[src/rtl/mips_fetch_unit.sv]
//------------------------------------------------------------------------------
// mips_fetch_unit
//
// Instruction fetch stage feeding the MiniMIPS decode/control path. Owns the
// fetch PC and issues in-order requests to a variable-latency instruction
// memory. Returned 16-bit instructions are buffered in a DEPTH-entry prefetch
// queue and handed to decode as {pc, instr} over a valid/ready handshake.
// A taken branch (redirect_valid) flushes the queue and restarts fetch at
// redirect_pc. Responses to requests that were in flight at the redirect are
// still returned by the memory, so they are counted and discarded (DRAIN).
//
// Ports
//   clk, rst_n              clock (rising edge), asynchronous active-low reset
//   redirect_valid/_pc      flush and refetch from redirect_pc
//   mem_req/mem_addr        fetch request and its word address
//   mem_gnt                 request accepted (mem_req & mem_gnt)
//   mem_rvalid/mem_rdata    in-order response
//   instr_valid/_ready      decode handshake (pop on valid & ready)
//   instr_data/instr_pc     queue head instruction and its address
//   perf_stall_cnt          only with FETCH_PERF_EN: saturating count of
//                           cycles where decode was ready but nothing was valid
//
// Build macro: FETCH_PERF_EN (undefined by default) adds perf_stall_cnt.
//------------------------------------------------------------------------------

module mips_fetch_unit_chk #(
   parameter int unsigned DEPTH = 4,
   parameter int unsigned CNT_W = 3
) (
   input logic             clk,
   input logic             rst_n,
   input logic             push,
   input logic             rvalid,
   input logic [CNT_W-1:0] count,
   input logic [CNT_W-1:0] outstanding,
   input logic [CNT_W-1:0] discard
);

   localparam logic [CNT_W-1:0] DEPTH_C  = CNT_W'(DEPTH);
   localparam logic [CNT_W-1:0] CNT_ZERO = {CNT_W{1'b0}};

   logic [CNT_W:0] credit_sum_s;

   assign credit_sum_s = {1'b0, count} + {1'b0, outstanding};

   // Structural invariants of the queue/credit bookkeeping, sampled each edge outside reset.
   always @(posedge clk) begin
      if (rst_n) begin
         assert (!(push && (count == DEPTH_C)))
            else $error("mips_fetch_unit: push into full prefetch queue");
         assert (discard <= outstanding)
            else $error("mips_fetch_unit: discard exceeds outstanding");
         assert (credit_sum_s <= {1'b0, DEPTH_C})
            else $error("mips_fetch_unit: queued + outstanding exceeds DEPTH");
         assert (!(rvalid && (outstanding == CNT_ZERO)))
            else $error("mips_fetch_unit: response with no outstanding request");
      end
   end

endmodule

module mips_fetch_unit #(
   parameter int unsigned        ADDR_W   = 32,
   parameter int unsigned        INSTR_W  = 16,
   parameter int unsigned        DEPTH    = 4,
   parameter logic [ADDR_W-1:0]  RESET_PC = {ADDR_W{1'b0}}
) (
   input  logic               clk,
   input  logic               rst_n,
   input  logic               redirect_valid,
   input  logic [ADDR_W-1:0]  redirect_pc,
   output logic               mem_req,
   output logic [ADDR_W-1:0]  mem_addr,
   input  logic               mem_gnt,
   input  logic               mem_rvalid,
   input  logic [INSTR_W-1:0] mem_rdata,
   output logic               instr_valid,
   input  logic               instr_ready,
   output logic [INSTR_W-1:0] instr_data,
   output logic [ADDR_W-1:0]  instr_pc
`ifdef FETCH_PERF_EN
   ,
   output logic [31:0]        perf_stall_cnt
`endif
);

   localparam int unsigned        PTR_W     = (DEPTH > 1) ? $clog2(DEPTH) : 1;
   localparam int unsigned        CNT_W     = PTR_W + 1;
   localparam logic [CNT_W-1:0]   DEPTH_C   = CNT_W'(DEPTH);
   localparam logic [CNT_W-1:0]   CNT_ZERO  = {CNT_W{1'b0}};
   localparam logic [CNT_W-1:0]   CNT_ONE   = {{(CNT_W-1){1'b0}}, 1'b1};
   localparam logic [PTR_W-1:0]   PTR_ZERO  = {PTR_W{1'b0}};
   localparam logic [PTR_W-1:0]   PTR_ONE   = {{(PTR_W-1){1'b0}}, 1'b1};
   localparam logic [ADDR_W-1:0]  ADDR_ZERO = {ADDR_W{1'b0}};
   localparam logic [ADDR_W-1:0]  ADDR_ONE  = {{(ADDR_W-1){1'b0}}, 1'b1};
   localparam logic [INSTR_W-1:0] DATA_ZERO = {INSTR_W{1'b0}};

   localparam logic [0:0] ST_RUN   = 1'b0;
   localparam logic [0:0] ST_DRAIN = 1'b1;

   // Architectural state
   logic [ADDR_W-1:0]  fetch_pc_r;
   logic [ADDR_W-1:0]  resp_pc_r;
   logic [CNT_W-1:0]   outstanding_r;
   logic [CNT_W-1:0]   discard_r;
   logic [0:0]         state_r;

   // Prefetch queue
   logic [CNT_W-1:0]   count_r;
   logic [PTR_W-1:0]   wr_ptr_r;
   logic [PTR_W-1:0]   rd_ptr_r;
   logic [ADDR_W-1:0]  q_pc_r   [DEPTH];
   logic [INSTR_W-1:0] q_data_r [DEPTH];
   logic [ADDR_W-1:0]  last_pc_r;
   logic [INSTR_W-1:0] last_data_r;

   // Combinational control
   logic [CNT_W:0]     credit_sum_s;
   logic               req_s;
   logic               grant_s;
   logic               valid_s;
   logic               push_s;
   logic               pop_s;
   logic [CNT_W-1:0]   outstanding_nxt_s;
   logic [CNT_W-1:0]   redirect_discard_s;
   logic [CNT_W-1:0]   discard_nxt_s;
   logic [0:0]         state_nxt_s;
   logic [ADDR_W-1:0]  head_pc_s;
   logic [INSTR_W-1:0] head_data_s;

   // Handshake decode. Every outstanding request owns a queue slot, so a
   // response can never find the queue full. rst_n gates the request so it
   // drops the moment reset asserts, without waiting for a clock.
   always_comb begin
      credit_sum_s = {1'b0, outstanding_r} + {1'b0, count_r};
      req_s        = rst_n & ~redirect_valid & (credit_sum_s < {1'b0, DEPTH_C});
      grant_s      = req_s & mem_gnt;
      valid_s      = (count_r != CNT_ZERO);
      push_s       = mem_rvalid & ~redirect_valid & (state_r == ST_RUN);
      pop_s        = valid_s & instr_ready & ~redirect_valid;
   end

   // Outstanding tracking plus RUN/DRAIN next state. On a redirect every
   // request still in flight after this cycle's response is stale, including
   // any that were already marked for discard.
   always_comb begin
      outstanding_nxt_s  = outstanding_r + (grant_s ? CNT_ONE : CNT_ZERO)
                                         - (mem_rvalid ? CNT_ONE : CNT_ZERO);
      redirect_discard_s = outstanding_r - (mem_rvalid ? CNT_ONE : CNT_ZERO);
      discard_nxt_s      = discard_r;
      state_nxt_s        = state_r;
      if (redirect_valid) begin
         discard_nxt_s = redirect_discard_s;
         if (redirect_discard_s != CNT_ZERO) begin
            state_nxt_s = ST_DRAIN;
         end else begin
            state_nxt_s = ST_RUN;
         end
      end else begin
         case (state_r)
            ST_RUN: begin
               discard_nxt_s = CNT_ZERO;
               state_nxt_s   = ST_RUN;
            end
            ST_DRAIN: begin
               if (mem_rvalid) begin
                  discard_nxt_s = discard_r - CNT_ONE;
                  if (discard_r == CNT_ONE) begin
                     state_nxt_s = ST_RUN;
                  end else begin
                     state_nxt_s = ST_DRAIN;
                  end
               end else begin
                  discard_nxt_s = discard_r;
                  state_nxt_s   = ST_DRAIN;
               end
            end
            default: begin
               discard_nxt_s = CNT_ZERO;
               state_nxt_s   = ST_RUN;
            end
         endcase
      end
   end

   // Fetch/response PCs, outstanding count and FSM state.
   always_ff @(posedge clk or negedge rst_n) begin
      if (!rst_n) begin
         fetch_pc_r    <= RESET_PC;
         resp_pc_r     <= RESET_PC;
         outstanding_r <= CNT_ZERO;
         discard_r     <= CNT_ZERO;
         state_r       <= ST_RUN;
      end else begin
         outstanding_r <= outstanding_nxt_s;
         discard_r     <= discard_nxt_s;
         state_r       <= state_nxt_s;
         if (redirect_valid) begin
            fetch_pc_r <= redirect_pc;
            resp_pc_r  <= redirect_pc;
         end else begin
            if (grant_s) begin
               fetch_pc_r <= fetch_pc_r + ADDR_ONE;
            end
            if (push_s) begin
               resp_pc_r <= resp_pc_r + ADDR_ONE;
            end
         end
      end
   end

   // Queue occupancy and pointers; a redirect empties the queue and voids any pop.
   always_ff @(posedge clk or negedge rst_n) begin
      if (!rst_n) begin
         count_r  <= CNT_ZERO;
         wr_ptr_r <= PTR_ZERO;
         rd_ptr_r <= PTR_ZERO;
      end else if (redirect_valid) begin
         count_r  <= CNT_ZERO;
         wr_ptr_r <= PTR_ZERO;
         rd_ptr_r <= PTR_ZERO;
      end else begin
         count_r <= count_r + (push_s ? CNT_ONE : CNT_ZERO) - (pop_s ? CNT_ONE : CNT_ZERO);
         if (push_s) begin
            wr_ptr_r <= wr_ptr_r + PTR_ONE;
         end
         if (pop_s) begin
            rd_ptr_r <= rd_ptr_r + PTR_ONE;
         end
      end
   end

   // Queue storage: each entry carries the address it was fetched from.
   always_ff @(posedge clk or negedge rst_n) begin
      if (!rst_n) begin
         for (int i = 0; i < int'(DEPTH); i++) begin
            q_pc_r[i]   <= ADDR_ZERO;
            q_data_r[i] <= DATA_ZERO;
         end
      end else if (push_s) begin
         q_pc_r[wr_ptr_r]   <= resp_pc_r;
         q_data_r[wr_ptr_r] <= mem_rdata;
      end
   end

   // Remember the most recently presented head so the outputs hold while empty.
   always_ff @(posedge clk or negedge rst_n) begin
      if (!rst_n) begin
         last_pc_r   <= ADDR_ZERO;
         last_data_r <= DATA_ZERO;
      end else if (valid_s) begin
         last_pc_r   <= head_pc_s;
         last_data_r <= head_data_s;
      end
   end

   assign head_pc_s   = q_pc_r[rd_ptr_r];
   assign head_data_s = q_data_r[rd_ptr_r];

   assign mem_req     = req_s;
   assign mem_addr    = fetch_pc_r;
   assign instr_valid = valid_s;
   assign instr_pc    = valid_s ? head_pc_s   : last_pc_r;
   assign instr_data  = valid_s ? head_data_s : last_data_r;

`ifdef FETCH_PERF_EN
   logic [31:0] perf_stall_cnt_r;

   // Count cycles where decode was ready but had nothing to take; saturates.
   always_ff @(posedge clk or negedge rst_n) begin
      if (!rst_n) begin
         perf_stall_cnt_r <= 32'h0000_0000;
      end else if (instr_ready && !valid_s && (perf_stall_cnt_r != 32'hFFFF_FFFF)) begin
         perf_stall_cnt_r <= perf_stall_cnt_r + 32'h0000_0001;
      end
   end

   assign perf_stall_cnt = perf_stall_cnt_r;
`endif

   mips_fetch_unit_chk #(
      .DEPTH (DEPTH),
      .CNT_W (CNT_W)
   ) u_chk (
      .clk         (clk),
      .rst_n       (rst_n),
      .push        (push_s),
      .rvalid      (mem_rvalid),
      .count       (count_r),
      .outstanding (outstanding_r),
      .discard     (discard_r)
   );

endmodule
[config.mk]
export PLATFORM = sky130hd
export DESIGN_NAME = mips_fetch_unit
export DESIGN_NICKNAME = d
export VERILOG_FILES = /design/src/rtl/mips_fetch_unit.sv
export SDC_FILE = /design/constraint.sdc
export NUM_CORES = 1
export LEC_CHECK = 0
export ABC_AREA = 1
export CAP_MARGIN = 5
export CORE_ASPECT_RATIO = 1.2
export CORE_MARGIN = 2
export CORE_UTILIZATION = 44
export CTS_CLUSTER_SIZE = 20
export DETAILED_ROUTE_END_ITERATION = 12
export GPL_TIMING_DRIVEN = 0
export PLACE_DENSITY = 0.63
export SLEW_MARGIN = 20
export SYNTH_ARGS = -nofsm -noshare
export SYNTH_HDL_FRONTEND = slang
export SYNTH_HIERARCHICAL = 1
export SYNTH_SLANG_ARGS = --single-unit
[constraint.sdc]
create_clock -name clk -period 3.9 [get_ports clk]
set_clock_uncertainty 0.2 [all_clocks]
set_input_delay 1.17 -clock clk [delete_from_list [all_inputs] [get_ports clk]]
set_output_delay 1.17 -clock clk [all_outputs]
set_load 0.005 [all_outputs]
======== Yosys cells after proc, flatten, opt, wreduce, memory -nomap -nowiden ========
Cells that the tools add are included.
storage, ports and cells
  bits in registers ....................... 318
  input bits .............................. 54
  output and inout port bits .............. 82
  word-level logic and storage cells ...... 87
operators by class
  add/subtract/negate cells ............... 11
  magnitude comparators ................... 4
  equality and inequality tests ........... 2
  mux-type cells .......................... 35
  bitwise gates (word level) .............. 11
  reduce and logical (&&, ||, !) cells .... 6
operators with widths
  kind                                                                           number
  32-bit 2-to-1 mux                                                              8
  128-bit bitwise mux                                                            1
  32-bit by 1-bit adder with 32-bit output (second input constant)               2
  32-bit binary-select mux with 2-bit select                                     1
  64-bit bitwise mux                                                             1
  32-bit demux with 2-bit select                                                 1
  16-bit 2-to-1 mux                                                              4
  16-bit binary-select mux with 2-bit select                                     1
  16-bit demux with 2-bit select                                                 1
  3-bit 2-to-1 mux                                                               3
  1-bit 2-to-1 mux                                                               8
  2-bit 2-to-1 mux                                                               4
  1-bit AND                                                                      7
  3-bit by 1-bit adder with 3-bit output                                         2
  3-bit >= comparator (second input constant)                                    2
  2-bit inverter with 3-bit output                                               2
  3-bit case mux with 2 select lines                                             1
  2-bit nonzero test                                                             3
  3-bit nonzero test                                                             2
  3-bit by 1-bit subtractor with 3-bit output                                    2
  2-bit by 1-bit adder with 2-bit output (second input constant)                 2
  3-bit by 3-bit adder with 4-bit output                                         1
  4-bit by 3-bit less-than comparator with 1-bit output (second input constant)  1
  3-bit by 1-bit == test with 1-bit output (second input constant)               1
  other kinds (7)                                                                8

======== Logic depth before layout (Yosys ltp) ========
Gate-level depths: netlist (run 1).
  depth after elaboration ................. 7
  depth in mapped cells ................... 12
  gate-level depth less buffers ........... 11

======== Worst setup path after synthesis (run 1) ========
Ideal clock, no wire load.
  kind .................................... input -> register
  start ................................... input redirect_valid
  end ..................................... register count_r[2]
  setup time .............................. 0.124 ns
  arrival ................................. 2.660 ns
  data required time ...................... 3.576 ns
  path slack .............................. 0.916 ns
  stages on the path ...................... 10
  buffers on the path ..................... 2
  path through ............................ buf_6 -> clkbuf_1 -> nor2_1 -> ha_1 -> inv_1 -> ha_1 -> inv_1 -> fa_1 -> o21ai_0 -> a21oi_1
between the ends
  cells in the longest elaborated chain, start to end .. 7
  elaborated cells between the ends (all ways) .. 9
  classes of those cells .................. add/sub: 2; mux: 3; bitwise: 4
RTL lines
  element                                      RTL line  text
  start: declaration                           70        input logic redirect_valid,
  1-bit inverter                               139, 140
  1-bit AND (2 in series)                      139       push_s = mem_rvalid & ~redirect_valid & (state_r == ST_RUN);
  1-bit 2-to-1 mux                             223       count_r <= count_r + (push_s ? CNT_ONE : CNT_ZERO) - (pop_s ? CNT_ONE : CNT_ZERO);
  3-bit by 1-bit adder with 3-bit output       223
  3-bit by 1-bit subtractor with 3-bit output  223
  3-bit 2-to-1 mux (*)                         218       end else if (redirect_valid) begin
  end signal: assignment                       223
  end: declaration                             109       logic [CNT_W-1:0] count_r;
Mark *: on every way between the ends. The rest lies on a longest branch, timed or not.
A chain may end at the register's enable or synchronous reset.

======== Worst setup path in the final report (run 1) ========
  start ................................... register count_r[1]
  end ..................................... output instr_pc[12]
between the ends
  cells in the longest elaborated chain, start to end .. 2
RTL lines
  element             RTL line  text
  3-bit nonzero test  138       valid_s = (count_r != CNT_ZERO);
  32-bit 2-to-1 mux   263       assign instr_pc = valid_s ? head_pc_s : last_pc_r;
  end: declaration    80        output logic [ADDR_W-1:0] instr_pc
No other way between the ends.

==> impl_metrics.csv, run 1 <==
group,metric,value,unit
grt,antenna_found_initial,0,
synth,synth_cell_types,39,
drt,vias,13600,
layout,nNetsFinal,2147,
grt,grt.overflow.total,0,
sta,finalWorstSetupSlack,-8.59,ps
grt,grt_use_total,0.258,
clocking,insertion_delay,530,ps
clocking,htreeDepth,2,
clocking,root_buffer,"clkbuf_16",
power,power_frac_comb,0.403,
placed_design,io_buffers,134,
layout,syn_to_final_growth,24.3,%
clocking,cts.sink_count,318,
grt,grt_pass1_wl,74100,µm
critical_path,reg2reg_depth,12,
drt,via_per_inst,5.29,
drt,drc,0,
layout,drive_above_1_share,0.101,
power,swShare,0.358,
synth,synthArstFlopShare,1.00,
flow_run,cap_violations,0,
placed_design,gp_congestion,0.911,
critical_path,slowest_delay,550,ps
status,violations,"setup timing",
sta,finalCritPeriodShare,1.00,
synth,synth_nets,1971,
hold_path,hold_start,"q_pc_r[65]$_DFFE_PN0P_",
sta,finalHoldViolations,0,
synth,synthCells,1899,
drt,firstDrtPassIters,5,
grt,grt_max_degree,96,
sta,rsz0062_at_grt,"yes",
critical_path,worstReg2RegStart,"count_r[1]$_DFF_PN0_",
critical_path,crit_path_cell_trace,"nor3_4, inv_4, clkbuf_4, a31oi_4, clkdlybuf4s50_1",
placed_design,dp_hpwl,32400,µm
critical_path,timing.rr.end,"count_r[2]$_DFF_PN0_",
power,p_per_area,741,nW/µm²
sta,max_freq,0.256,GHz
synth,synth_area_per_cell,8.10,µm²
synth,synth-seq-area-share,0.517,
hold_path,hp-class,"flip-flop to flip-flop",
sta,setup_viol,3,
synth,yosysWarnings,6,
floorplanning,start_util,0.443,
sta,setup_tns,-9.67,ps
sta,final.min_clock_period,3910,ps
power,p_sw,5.07,mW
power,leakage,8.63,nW
layout,stdcell_count,2562,
sta,worst_pin_slew,692,ps
floorplanning,dieArea,36500,µm²
synth,synth_ff_type,"dfrtp_1",
layout,diodes,0,
clocking,cts_tree,"yes",
power,peakVddDrop,0.000321,V
grt,grt_pass1_vias,13600,
critical_path,critPathLaunchType,"flip-flop",
floorplanning,core-area,34700,µm²
sta,slew_viol_final,0,
critical_path,required,2530,ps
critical_path,end_kind,"output port",
hold_path,min_delay_path_depth,2,
placed_design,placedCellCount,2498,
layout,fill_cells,3267,
layout,layout_commonest_cell,"nand2_1",
floorplanning,io_pins,136,
sta,timing.slew.headroom,0.539,
critical_path,critical_path_class,"flip-flop to output port",
critical_path,crit_fanout,10,
hold_path,holdPathEnd,"q_pc_r[65]$_DFFE_PN0P_",
floorplanning,die_w,175,µm
layout,layout_common_cells,"473 x nand2_1, 317 x dfrtp_1, 313 x nor2_1, 162 x o21ai_1, 155 x o21ai_0",
drt,antenna_left,0,
drt,drtIter0Drc,1046,
drt,avgRoutedWirePerCell,18.1,µm
drt,routed_wl,46300,µm
power,clkPwrFrac,0.256,
synth,synth_edf_count,0,
critical_path,critPathArrivalTime,2540,ps
floorplanning,die_y,209,µm
clocking,clockBufferDepth,3,
critical_path,cp_num_buf_inv,3,
critical_path,crit_family,"buffers and inverters",
status,status,"finished, violations left",
synth,ys_seq_elements,318,
critical_path,rrSetupSlack,1190,ps
power,seq_power_share,0.341,
power,p_int,9.10,mW
floorplanning,rows,75,
clocking,clkSlewWorstSetupHoldPaths,60,ps
critical_path,worst_path_max_delay_cell,"clkdlybuf4s50_1",
clocking,numCtsBuffers,35,
synth,netlist_area,15400,µm²
-- how the worst max path moves through the flow --
| stage | start | endpoint | slack, ps | depth (start not counted) |
|---|---|---|---|---|
| after floorplan | redirect_valid | count_r[2]$_DFF_PN0_ | 920 | 10 |
| after global placement | rst_n | mem_addr[20]$_DFFE_PN0P_ | -12690 | 1 |
| after detailed placement | rst_n | mem_req | -100 | 4 |
| after CTS | count_r[1]$_DFF_PN0_ | instr_pc[28] | -40 | 6 |
| after global routing | count_r[1]$_DFF_PN0_ | instr_data[5] | -120 | 6 |
| final | count_r[1]$_DFF_PN0_ | instr_pc[12] | -9 | 5 |
-- final cells by class --
type	count	area (µm²)	share of cell area
well taps	462	578	0.0302
clock buffers	47	1020	0.0535
repair buffers	141	1490	0.0778
plain buffers	94	693	0.0363
flip-flops and latches	318	7960	0.416
inverters	123	474	0.0248
clock inverters	15	233	0.0122
multi-input cells	1362	6670	0.349
-- cell families after synthesis --
kind of cell	after synthesis	synth area share
DFF	318	0.517
adders and majority gates	18	0.0156
buffers and inverters	219	0.0687
xor gates and xnor gates	25	0.0142
and+or+nand+nor	918	0.245
AOI/OAI and AO/OA	401	0.139
-- power groups by stage --
stage	Sequential (mW)	Combinational, mW	Clock [mW]
3_3_place_gp	4.84	5.02	0
3_5_place_dp	4.85	5.13	0
4_1_cts	4.81	5.56	3.69
6_report	4.82	5.71	3.63
5_1_grt	4.93	6.31	3.82
2_1_floorplan	4.71	2.74	0
-- worst min-delay path: stages, from the launching register on --
cell and delay, ps:
dfrtp_1 330, nand2_1 50, o21ai_1 60
-- sequential cells by signal, summed over array words and instances, names as in the netlist --
register,count
q_pc_r,128
q_data_r,64
last_pc_r,32
mem_addr,32
resp_pc_r,32
last_data_r,16
count_r,3
discard_r,3
outstanding_r,3
rd_ptr_r,2
wr_ptr_r,2
state_r,1
-- synthesized netlist by cell type (all sizes together) (13+ instances only) --
cell type  number  area [µm²]
nand2         482        1880
nor2          335        1360
dfrtp         318        7960
o21ai         317        1590
inv           123         469
nand3          77         390
buf            55         434
a31oi          50         313
clkbuf         41         154
xor2           17         149
ha             16         200
o211ai         13        97.6
-- per-layer routing --
| layer | GRT usage | up-vias | part of all wire |
|---|---|---|---|
| met5 | 0 | - | 0 |
| met4 | 0.106 | 0 | 0.036 |
| met3 | 0.0380 | 95 | 0.049 |
| met2 | 0.436 | 408 | 0.49 |
| met1 | 0.332 | 6551 | 0.43 |
| li1 | - | 6501 | - |
-- stage by stage --
step           total power, mW  setup WS (ps)  utilization  hold slack (ps)  cell area, µm²
3_5_place_dp              9.97           -103        0.501              272           17400
5_1_grt                   15.1           -122        0.550              297           19100
6_report                  14.2          -8.59        0.550              281           19100
4_1_cts                   14.1          -42.4        0.546              287           18900
2_1_floorplan             7.45            916            -              248           15400
3_3_place_gp              9.86         -12690        0.498              261           17300
-- timing repair --
action,CTS,global route
endpoints found under the setup margin,49,48
pin swaps,2,6
hold buffers,0,0
buffers inserted,0,4
resized for setup,72,49
Power figures use the tool's default switching activity.
==> run 2: changes to the inputs <==
TNS_END_PERCENT = 5   (was unset)
==> impl_metrics.csv, run 2 (synthesis results as in run 1) <==
group,metric,value,unit
status,status,"finished, violations left",
status,violations,"setup timing",
clocking,cts_tree,"yes",
layout,layout_common_cells,"473 x nand2_1, 317 x dfrtp_1, 315 x nor2_1, 161 x o21ai_1, 156 x o21ai_0",
critical_path,critPathLaunchType,"flip-flop",
drt,via_per_inst,5.28,
critical_path,critPathArrivalTime,2570,ps
placed_design,gp_congestion,0.911,
critical_path,end_kind,"output port",
power,leakage,8.59,nW
sta,setup_viol,3,
clocking,insertion_delay,520,ps
grt,grt.overflow.total,0,
clocking,root_buffer,"clkbuf_16",
sta,final.min_clock_period,3940,ps
sta,worst_pin_slew,693,ps
grt,grt_pass1_vias,13600,
floorplanning,rows,75,
sta,setup_tns,-77.6,ps
floorplanning,die_w,175,µm
placed_design,io_buffers,134,
clocking,htreeDepth,2,
critical_path,crit_fanout,10,
layout,nNetsFinal,2145,
flow_run,cap_violations,0,
critical_path,reg2reg_depth,12,
placed_design,dp_hpwl,32400,µm
layout,syn_to_final_growth,23.6,%
layout,largest_register_ffs,128,
clocking,postCtsSetupBuffers,0,
layout,largest_registers,"q_pc_r (128), q_data_r (64)",
power,p_per_area,737,nW/µm²
sta,max_freq,0.254,GHz
clocking,cts_hold_buf,0,
critical_path,critical_path_class,"flip-flop to output port",
grt,grt_pass1_wl,74000,µm
critical_path,required,2530,ps
floorplanning,io_pins,136,
floorplanning,core-area,34700,µm²
drt,firstDrtPassIters,5,
sta,finalCritPeriodShare,1.01,
drt,routed_wl,46200,µm
floorplanning,die_y,209,µm
drt,vias,13500,
layout,drive_above_1_share,0.0982,
hold_path,hp-class,"flip-flop to flip-flop",
grt,antenna_found_initial,0,
grt,grt_use_total,0.257,
power,peakVddDrop,0.000344,V
clocking,clockBufferDepth,3,
placed_design,preCtsSetupSlack,-103,ps
clocking,clkSlewWorstSetupHoldPaths,60,ps
layout,regMostFlops,"q_pc_r",
layout,layout_commonest_cell,"nand2_1",
power,fin_total_pwr,14.0,mW
grt,grt_max_degree,96,
sta,finalHoldViolations,0,
drt,avgRoutedWirePerCell,18.0,µm
floorplanning,dieArea,36500,µm²
floorplanning,start_util,0.443,
sta,finalWorstSetupSlack,-41.9,ps
drt,antenna_left,0,
sta,timing.slew.headroom,0.538,
clocking,numCtsBuffers,35,
sta,rsz0062_at_grt,"yes",
drt,drtIter0Drc,986,
clocking,cts.sink_count,318,
sta,slew_viol_final,0,
hold_path,min_delay_path_depth,2,
layout,diodes,0,
drt,drc,0,
==> run 2: cell count changes in the layout (fill, tap and decap cells not counted), sizes merged <==
cell	delta
dlymetal6s2s	-2
buf	-3
clkdlybuf4s50	+2
clkbuf	+1
==> run 2: repair_timing <==
item	CTS	global route
setup endpoints to repair	49	48
hold endpoints to repair	0	0
gates cloned	0	0
pin swaps	1	3
gates resized for setup	66	34
==> run 2: path summary, 6_finish.rpt <==
| check | startpoint | to | slack (ps) |
|---|---|---|---|
| worst max-delay path | count_r[1]$_DFF_PN0_ | instr_pc[14] | -40 |
| worst min-delay path | q_pc_r[65]$_DFFE_PN0P_ | q_pc_r[65]$_DFFE_PN0P_ | 280 |
| worst max register to register | count_r[1]$_DFF_PN0_ | count_r[2]$_DFF_PN0_ | 1190 |
| worst min register to register | q_pc_r[65]$_DFFE_PN0P_ | q_pc_r[65]$_DFFE_PN0P_ | 280 |
| max in group asynchronous | rst_n | mem_addr[7]$_DFFE_PN0P_ | 1870 |
| min in group asynchronous | rst_n | last_data_r[8]$_DFF_PN0_ | 370 |
==> run 2: cell type report <==
cell class	count	area, µm²
fill	3272	15700
sequential	318	7960
inverter	123	474
clock buffer	47	1020
multi-input combinational	1362	6600
buffer	96	687
tap	462	578
clock inverter	15	233
timing repair buffer	137	1450
==> run 2: per-stage QoR <==
| step | instance area [µm²] | utilization | hold slack [ps] | instances |
|---|---|---|---|---|
| final | 19000 | 0.548 | 281 | 2560 |
| after detailed placement | 17400 | 0.501 | 272 | 2498 |
| after global placement | 17300 | 0.498 | 261 | 2495 |
| after floorplan | 15400 | - | 248 | 1899 |
| after global routing | 19000 | 0.548 | 297 | 2560 |
| after CTS | 18900 | 0.544 | 287 | 2560 |
==> run 2: metal layers <==
metal  GRT usage  share of wire
met1       0.330           0.43
met2       0.437           0.49
met3      0.0391          0.050
met4       0.106          0.038
met5           0              0
==> run 2: worst max-delay path, stage by stage (launching register included) <==
cell and delay [ps]:
dfrtp_2 450, nor3_4 270, inv_4 120, clkbuf_4 280, a31oi_2 350, clkdlybuf4s50_1 560
==> run 2: report_power, final <==
group	switching (mW)	total [mW]	leakage, nW	internal (mW)
clock	1.39	3.63	0.613	2.24
combinational	3.04	5.55	3.88	2.51
sequential	0.561	4.82	4.10	4.26
total	4.99	14.0	8.59	9.01
